### config.mk
export PLATFORM = sky130hd
export DESIGN_NAME = boron_core
export DESIGN_NICKNAME = d
export VERILOG_FILES = /design/src/rtl/boron_pkg.sv /design/src/rtl/boron_round.sv /design/src/rtl/boron_core.sv
export SDC_FILE = /design/constraint.sdc
export NUM_CORES = 1
export LEC_CHECK = 0
export CORE_AREA = 2 2 163 165
export CTS_CLUSTER_SIZE = 24
export DETAILED_ROUTE_END_ITERATION = 7
export DIE_AREA = 0 0 165 167
export PLACE_DENSITY = 0.81
export SLEW_MARGIN = 25
export SYNTH_ARGS = -nofsm -noshare
export SYNTH_HDL_FRONTEND = slang
export SYNTH_SLANG_ARGS = --single-unit
### constraint.sdc
create_clock -name clk -period 6 [get_ports clk]
set_input_delay 1.2 -clock clk [delete_from_list [all_inputs] [get_ports clk]]
set_output_delay 1.2 -clock clk [all_outputs]
set_load 0.005 [all_outputs]
### src/rtl/boron_pkg.sv
// boron_pkg: shared constants, S-box and FSM state type for the BORON engine
package boron_pkg;
  typedef enum logic [1:0] {IDLE, ROUND, WHITEN, DONE} state_t;
  localparam logic [63:0] SBOX = 64'h6358F02DAC971B4E;
  localparam int KEY_ROT = 13;
  localparam int ROT0 = 1;
  localparam int ROT1 = 4;
  localparam int ROT2 = 7;
  localparam int ROT3 = 9;
  function automatic logic [3:0] sbox4(input logic [3:0] x);
    return SBOX[{x, 2'b00} +: 4];
  endfunction
endpackage

### src/rtl/boron_round.sv
// boron_round: one combinational BORON round plus the matching key-schedule step
module boron_round
  import boron_pkg::*;
#(
  parameter int KEY_W = 80
) (
  input  logic [63:0]      data_i,
  input  logic [KEY_W-1:0] key_i,
  input  logic [4:0]       cnt_i,
  output logic [63:0]      data_o,
  output logic [KEY_W-1:0] key_o
);
  localparam int ROT [4] = '{ROT0, ROT1, ROT2, ROT3};
  logic [63:0] x, s, b;
  logic [15:0] w [4];
  logic [KEY_W-1:0] kr;
  assign x = data_i ^ key_i[63:0];
  genvar i;
  for (i = 0; i < 16; i++) begin : g_sbox
    assign s[4*i +: 4] = sbox4(x[4*i +: 4]);
  end
  // block shuffle swaps the bytes of each word, then each word is rotated
  for (i = 0; i < 4; i++) begin : g_word
    assign b[16*i +: 16] = {s[16*i +: 8], s[16*i+8 +: 8]};
    assign w[i] = (b[16*i +: 16] << ROT[i]) | (b[16*i +: 16] >> (16 - ROT[i]));
  end
  assign data_o = {w[3] ^ w[0] ^ w[1], w[2] ^ w[3] ^ w[0], w[1] ^ w[2] ^ w[3], w[0] ^ w[1] ^ w[2]};
  assign kr = {key_i[KEY_W-KEY_ROT-1:0], key_i[KEY_W-1:KEY_W-KEY_ROT]};
  // rotated key gets nonlinear low nibble(s) and the round counter folded in
  always_comb begin
    key_o = kr;
    key_o[3:0] = sbox4(kr[3:0]);
    if (KEY_W == 128) key_o[7:4] = sbox4(kr[7:4]);
    key_o[63:59] = kr[63:59] ^ cnt_i;
  end
endmodule

### src/rtl/boron_core.sv
// boron_core: iterative BORON encryption engine with valid/ready on both sides
module boron_core
  import boron_pkg::*;
#(
  parameter int KEY_W  = 80,
  parameter int ROUNDS = 25
) (
  input  logic             clk,
  input  logic             rst,
  input  logic             in_valid,
  output logic             in_ready,
  input  logic [63:0]      plain_text,
  input  logic [KEY_W-1:0] key,
  output logic             out_valid,
  input  logic             out_ready,
  output logic [63:0]      cipher_text,
  output logic             busy
);
  if (KEY_W != 80 && KEY_W != 128) begin : g_bad_key
    $error("boron_core: KEY_W must be 80 or 128");
  end
  if (ROUNDS < 1 || ROUNDS > 31) begin : g_bad_rounds
    $error("boron_core: ROUNDS must be 1..31");
  end
  state_t state, nxt;
  logic [4:0] cnt;
  logic [63:0] data_r, rd;
  logic [KEY_W-1:0] key_r, rk;
  logic accept;
  assign in_ready = state == IDLE || (state == DONE && out_ready);
  assign accept = in_valid && in_ready;
  assign busy = state == ROUND || state == WHITEN;
  boron_round #(.KEY_W(KEY_W)) u_round (
    .data_i(data_r),
    .key_i (key_r),
    .cnt_i (cnt),
    .data_o(rd),
    .key_o (rk)
  );
  // next state; a finished block leaves DONE straight into a new one when offered
  always_comb begin
    nxt = state;
    nxt = state == IDLE   ? (accept ? ROUND : IDLE) :
          state == ROUND  ? (cnt == 5'(ROUNDS - 1) ? WHITEN : ROUND) :
          state == WHITEN ? DONE :
          !out_ready      ? DONE :
          in_valid        ? ROUND : IDLE;
  end
  // state register; reset aborts any block in flight
  always_ff @(posedge clk or negedge rst) begin
    if (!rst) state <= IDLE;
    else state <= nxt;
  end
  // datapath: load on accept, one round per ROUND cycle, whiten into the output register
  always_ff @(posedge clk or negedge rst) begin
    if (!rst) begin
      cnt <= '0;
      data_r <= '0;
      key_r <= '0;
      cipher_text <= '0;
      out_valid <= 1'b0;
    end else begin
      if (accept) begin
        data_r <= plain_text;
        key_r <= key;
        cnt <= '0;
      end else if (state == ROUND) begin
        data_r <= rd;
        key_r <= rk;
        cnt <= cnt + 5'd1;
      end
      if (state == WHITEN) begin
        cipher_text <= data_r ^ key_r[63:0];
        out_valid <= 1'b1;
      end else if (state == DONE && out_ready) out_valid <= 1'b0;
    end
  end
endmodule

==> impl_metrics.toml, run 1 <==
[final_layout]
diodes = 0
final_cells = 1870
layout-drive-gt1-share_pct = 7.62
fin_nets = 1702
fillers = 2045
areaGrowthSynthToFinish_pct = 24.0

[drt]
post_drt_wl_per_cell_um = 21.6
vias = 11100
drt_wl_total_um = 40400
drt_iter0_markers = 1239
via_per_inst = 5.94
drc = 0
antenna_left = 0
first_pass_iters = 5

[synth]
synthAdderAreaFrac_pct = 3.13
yosys_warnings = 0
synth_edf_count = 0
ys_seq_area_share_pct = 41.0
synthXorXnorAreaFrac_pct = 14.6
synth-compound-area-share_pct = 12.2
avgSynthCellArea_um2 = 9.80
ys_seq_elements = 216
synthMuxAreaShare_pct = 13.6
async_flop_share_pct = 100
yosys.cell_types.count = 45
yosys.area_share.simple_pct = 12.2
synth_nets = 1527
syn_inst = 1346
mappedNetlistArea_mm2 = 0.0132
synth_top_family_by_area = "XOR/XNOR gates"
synthFlopType = "dfrtp_1"

[place]
dp_slack_ns = 2.18
gp_congestion = 0.947
place_hpwl_um = 30100
io_buffers = 214
place_inst = 1830

[clock_tree]
clock_path_buffers = 3
cts-root-buf = "clkbuf_16"
cts_resized = 0
postCtsSetupRepairBufs = 0
cts.sinks = 216
h-tree-depth = 1
hold_buffers = 0
insertion_delay_ns = 0.53
clkTransAtPathRegs_ns = 0.06
numCtsBuffers = 24
cts_tree = "yes"

[timing]
hold_viol_final = 0
period_share_pct = 62.6
relSlewSlack_pct = 30.5
holdWs_ns = 0.494
fin_ws_ns = 2.24
clock_skew_ns = 0.00908
setup_tns_ns = 0
fmaxAchievable_ghz = 0.266
min_period_ns = 3.76
setup_violations = 0
slew_violations = 0
worst_pin_slew_ns = 1.04
rsz0062_at_grt = "no"

[global_route]
grt_pass1_vias = 10800
track_usage_pct = 29.2
grt_pass1_wl_um = 61400
overflow = 0
grt_max_degree = 135
antenna_found_initial = 0

[floorplanning]
io_pins = 215
rows = 59
dieArea_mm2 = 0.0276
fp.dieW_um = 165
initial_core_util_pct = 51.2
core_area_mm2 = 0.0258
dieHeight_um = 167

[min_path]
hold_path_startpoint = "out_valid"
hold_path_class = "reg2reg"

[worst_setup_path]
crit_required_ns = 4.80
r2r-start = "state[0]"
critPathMaxFanout = 8
worst_path_most_repeated_cell = "clkdlybuf4s50_1"
worstSetupEndpointType = "output port"
worstSetupStartpoint = "out_ready"
critPathArrivalTime_ns = 2.56
path_cells = "clkdlybuf4s50_1, a21o_1, clkdlybuf4s50_1"
cpPeakStageDelay_ns = 0.56
setup.worst_path.start_class = "primary input"
critPathKind = "in2out"
cpMaxStageDelayCell = "clkdlybuf4s50_1"

[run]
cap_violations = 0

[outcome]
status = "completed"
[cells in the mapped netlist, types with 2 or more instances]
master,number,area share (%)
a211o_1,2,0.13
a211oi_1,9,0.51
a211oi_2,5,0.47
a21boi_0,2,0.11
a21o_1,3,0.17
a21oi_1,127,4.8
a221o_1,2,0.15
a31oi_1,5,0.24
and2_1,3,0.14
and3_1,59,2.8
buf_1,2,0.057
buf_2,3,0.11
clkbuf_1,69,2.0
dfrtp_1,216,41
ha_1,33,3.1
inv_1,41,1.2
mux2_2,14,1.2
mux2i_1,125,9.5
mux2i_2,2,0.21
mux2i_4,3,0.51
mux4_2,11,1.9
nand2_1,104,3.0
nand3_1,43,1.6
nand3b_1,5,0.28
nand4_1,4,0.19
nor2_1,91,2.6
nor3_1,13,0.49
o211a_1,2,0.15
o211ai_1,6,0.34
o21ai_0,119,4.5
o21ai_1,4,0.15
o311ai_0,2,0.13
or3_1,22,1.0
xnor2_1,107,7.1
xnor2_2,28,3.5
xnor2_4,2,0.42
xor2_1,49,3.3
xor2_2,2,0.25
[layout make-up]
class                      count  area [um^2]  area share (%)
clock buffer                  33          686            4.19
clock inverter                 7         87.6           0.536
inverter                      41          154           0.941
multi-input combinational   1015         7380            45.1
sequential                   216         5410            33.1
tap                          335          419            2.56
timing repair buffer         223         2230            13.6
[cells by family after synthesis]
| group | count (synthesis) |
|---|---|
| fa+ha+maj | 33 |
| compound gates | 291 |
| simple gates | 345 |
| buf+inv | 115 |
| flops | 216 |
| mux | 157 |
| xor+xnor | 189 |
[state kept, by name, indices dropped and copies added, names as in the netlist]
| name | flops |
|---|---|
| cipher_text | 64 |
| state | 2 |
| key_r | 80 |
| out_valid | 1 |
| data_r | 64 |
| cnt | 5 |
[metal layers]
metal  vias up  global-route usage, %  share of wire (%)
li1       5030                      -                  -
met1      5419                   40.9                 40
met2       572                   45.7                 46
met3        82                   5.58                 10
met4         0                   9.68                3.5
met5         -                      0                  0
[final timing paths]
check,cells past startpoint,slack (ns),end
setup / recovery,3,2.24,in_ready
hold / removal,1,0.49,out_valid
setup reg to reg,9,3.10,data_r[45]
hold reg to reg,1,0.49,out_valid
max in group asynchronous,2,4.11,key_r[12]
min in group asynchronous,1,0.71,data_r[60]
[placed cells by master, fill, tap and decap left out, types with 5 or more instances in the layout]
master | synthesis | routed
inv_1 | 41 | 41
nand3b_1 | 5 | 5
nor2_1 | 91 | 90
clkbuf_16 | 0 | 25
xnor2_2 | 28 | 28
nand2_1 | 104 | 104
xnor2_1 | 107 | 107
mux4_2 | 11 | 11
a21oi_1 | 127 | 127
buf_4 | 0 | 8
o211ai_1 | 6 | 6
clkbuf_1 | 69 | 5
a31oi_1 | 5 | 5
mux2_2 | 14 | 14
nand3_1 | 43 | 43
or3_1 | 22 | 22
ha_1 | 33 | 31
nor3_1 | 13 | 13
xor2_1 | 49 | 49
o21ai_0 | 119 | 119
mux2i_1 | 125 | 125
dfrtp_1 | 216 | 216
a211oi_2 | 5 | 5
and3_1 | 59 | 59
a211oi_1 | 9 | 9
clkdlybuf4s50_1 | 0 | 213
[critical path: cells and delay by family]
family | cells | cell delay [ns]
AOI/OAI and AO/OA | 1 | 0.29
buffers and inverters | 2 | 1.07
[stage by stage]
stage               instance area (um^2)  utilization, %
global route                       16400            63.5
CTS                                16400            63.5
floorplan                          13200               -
global placement                   15600            60.5
detailed placement                 15600            60.5
finish                             16400            63.5
Power of run 1 is not shown: default switching activity piles up to over one toggle a cycle in this logic, so the estimate is an artifact.
==> run 2: changes to the inputs <==
--- a/config.mk
+++ b/config.mk
@@ -5,11 +5,11 @@
 export SDC_FILE = /design/constraint.sdc
 export NUM_CORES = 1
 export LEC_CHECK = 0
-export CORE_AREA = 2 2 163 165
+export CORE_AREA = 2 2 168 170
 export CTS_CLUSTER_SIZE = 24
 export DETAILED_ROUTE_END_ITERATION = 7
-export DIE_AREA = 0 0 165 167
-export PLACE_DENSITY = 0.81
+export DIE_AREA = 0 0 170 172
+export PLACE_DENSITY = 0.8
 export SLEW_MARGIN = 25
 export SYNTH_ARGS = -nofsm -noshare
 export SYNTH_HDL_FRONTEND = slang
==> constraint.sdc (replaced) <==
create_clock -name clk -period 3.4 [get_ports clk]
set_input_delay 0.68 -clock clk [delete_from_list [all_inputs] [get_ports clk]]
set_output_delay 0.68 -clock clk [all_outputs]
set_load 0.005 [all_outputs]
==> impl_metrics.toml, run 2 (synthesized netlist as in run 1, its figures left out) <==
[final_layout]
multi_input_area_mm2 = 0.00738
fillers = 2275
final_cell_area_mm2 = 0.0167
fin_nets = 1722
regArea_mm2 = 0.00541
largest_register_ffs = 80
mostFrequentLayoutCells = "dfrtp_1, clkdlybuf4s50_1, a21oi_1, mux2i_1, o21ai_0"
mostFrequentLayoutCell = "dfrtp_1"
reg_top3 = "key_r x80, cipher_text x64, data_r x64"
regMostFlops = "key_r"
areaGrowthSynthToFinish_pct = 26.3
diodes = 0
layout-drive-gt1-share_pct = 8.99
final_util_pct = 60.6

[outcome]
status = "completed"

[clock_tree]
insertion_delay_ns = 0.53
cts_tree = "yes"
h-tree-depth = 1
postCtsSetupRepairBufs = 0
clock_path_buffers = 3
cts.sinks = 216
hold_buffers = 0
cts_resized = 0
cts-root-buf = "clkbuf_16"
numCtsBuffers = 24
clkTransAtPathRegs_ns = 0.06

[global_route]
grt_pass1_wl_um = 61800
grt_pass1_vias = 10800
overflow = 0
track_usage_pct = 28.3
grt_max_degree = 103
antenna_found_initial = 2

[floorplanning]
dieHeight_um = 172
initial_core_util_pct = 48.0
dieArea_mm2 = 0.0292
core_area_mm2 = 0.0275
fp.dieW_um = 170
io_pins = 215
rows = 61

[worst_setup_path]
rr_endpoint = "data_r[56]"
cpPeakStageDelay_ns = 0.55
worstSetupEndpointType = "output port"
cp_top_family = "buffers and inverters"
r2r-start = "key_r[12]"
critPathArrivalTime_ns = 2.11
crit_buf_inv = 2
setup.worst_path.start_class = "flip-flop"
reg2regPathDepth = 7
crit_required_ns = 2.72
critPathKind = "reg2out"
cpMaxStageDelayCell = "clkdlybuf4s50_1"
rrSetupSlack_ns = 0.73
critPathMaxFanout = 8
path_cells = "inv_1, ha_1, a21o_1, clkdlybuf4s50_1"

[place]
io_buffers = 214
place_hpwl_um = 31800
placed_area_mm2 = 0.0158
gp_congestion = 0.913

[timing]
setup_tns_ns = 0
worst_pin_slew_ns = 0.876
relSlewSlack_pct = 41.2
min_period_ns = 2.79
hold_viol_final = 0
clock_skew_ns = 0.0186
setup_violations = 0
rsz0062_at_grt = "no"
fmaxAchievable_ghz = 0.359
slew_violations = 0
period_share_pct = 82.0

[drt]
drt_iter0_markers = 953
post_drt_wl_per_cell_um = 21.9
antenna_left = 0
vias = 11000
drc = 0
via_per_inst = 5.79
drt_wl_total_um = 41700
first_pass_iters = 5

[run]
cap_violations = 0

[min_path]
hold_path_class = "in2async"
run 2: changes by cell type in the layout (fill, tap and decap cells not counted):
cell / before / now
buf_4: 8 / 24
clkbuf_8: 4 / 9
buf_12: 1 / 5
clkinv_2: 4 / 0
bufinv_16: 2 / 3
inv_8: 0 / 1
run 2: final cells by class:
| class | instances | area share [%] |
|---|---|---|
| flip-flops and latches | 216 | 32.4 |
| clock buffers | 38 | 4.53 |
| clock inverters | 5 | 0.653 |
| repair buffers | 243 | 14.6 |
| inverters | 41 | 0.924 |
| well taps | 346 | 2.60 |
| multi-input cells | 1015 | 44.3 |
run 2: worst max path at each step:
stage | start | end | cells after the start
global route | state[0] | in_ready | 4
CTS | state[0] | in_ready | 4
floorplan | key_r[60] | data_r[48] | 6
global placement | out_ready | key_r[12] | 6
detailed placement | out_ready | key_r[75] | 6
finish | state[0] | in_ready | 4
run 2: per-stage QoR:
| stage | instances | setup WS [ns] | hold WS (ns) |
|---|---|---|---|
| 2_1_floorplan | 1346 | 1.15 | 0.384 |
| 3_3_place_gp | 1861 | 0.744 | 0.466 |
| 3_5_place_dp | 1861 | 0.651 | 0.470 |
| 4_1_cts | 1904 | 0.615 | 0.127 |
| 5_1_grt | 1904 | 0.499 | 0.144 |
| 6_report | 1904 | 0.613 | 0.103 |
run 2: metal layers:
layer,wire length (um),vias to the layer above,part of all wire (%),GRT usage [%]
met3,3940,94,9.5,6.48
li1,-,5075,-,-
met4,1900,0,4.6,12.3
met5,0,-,0,0
met1,16700,5350,40,36.9
met2,19100,503,46,45.4
Power of run 2 is left out for the same reason.
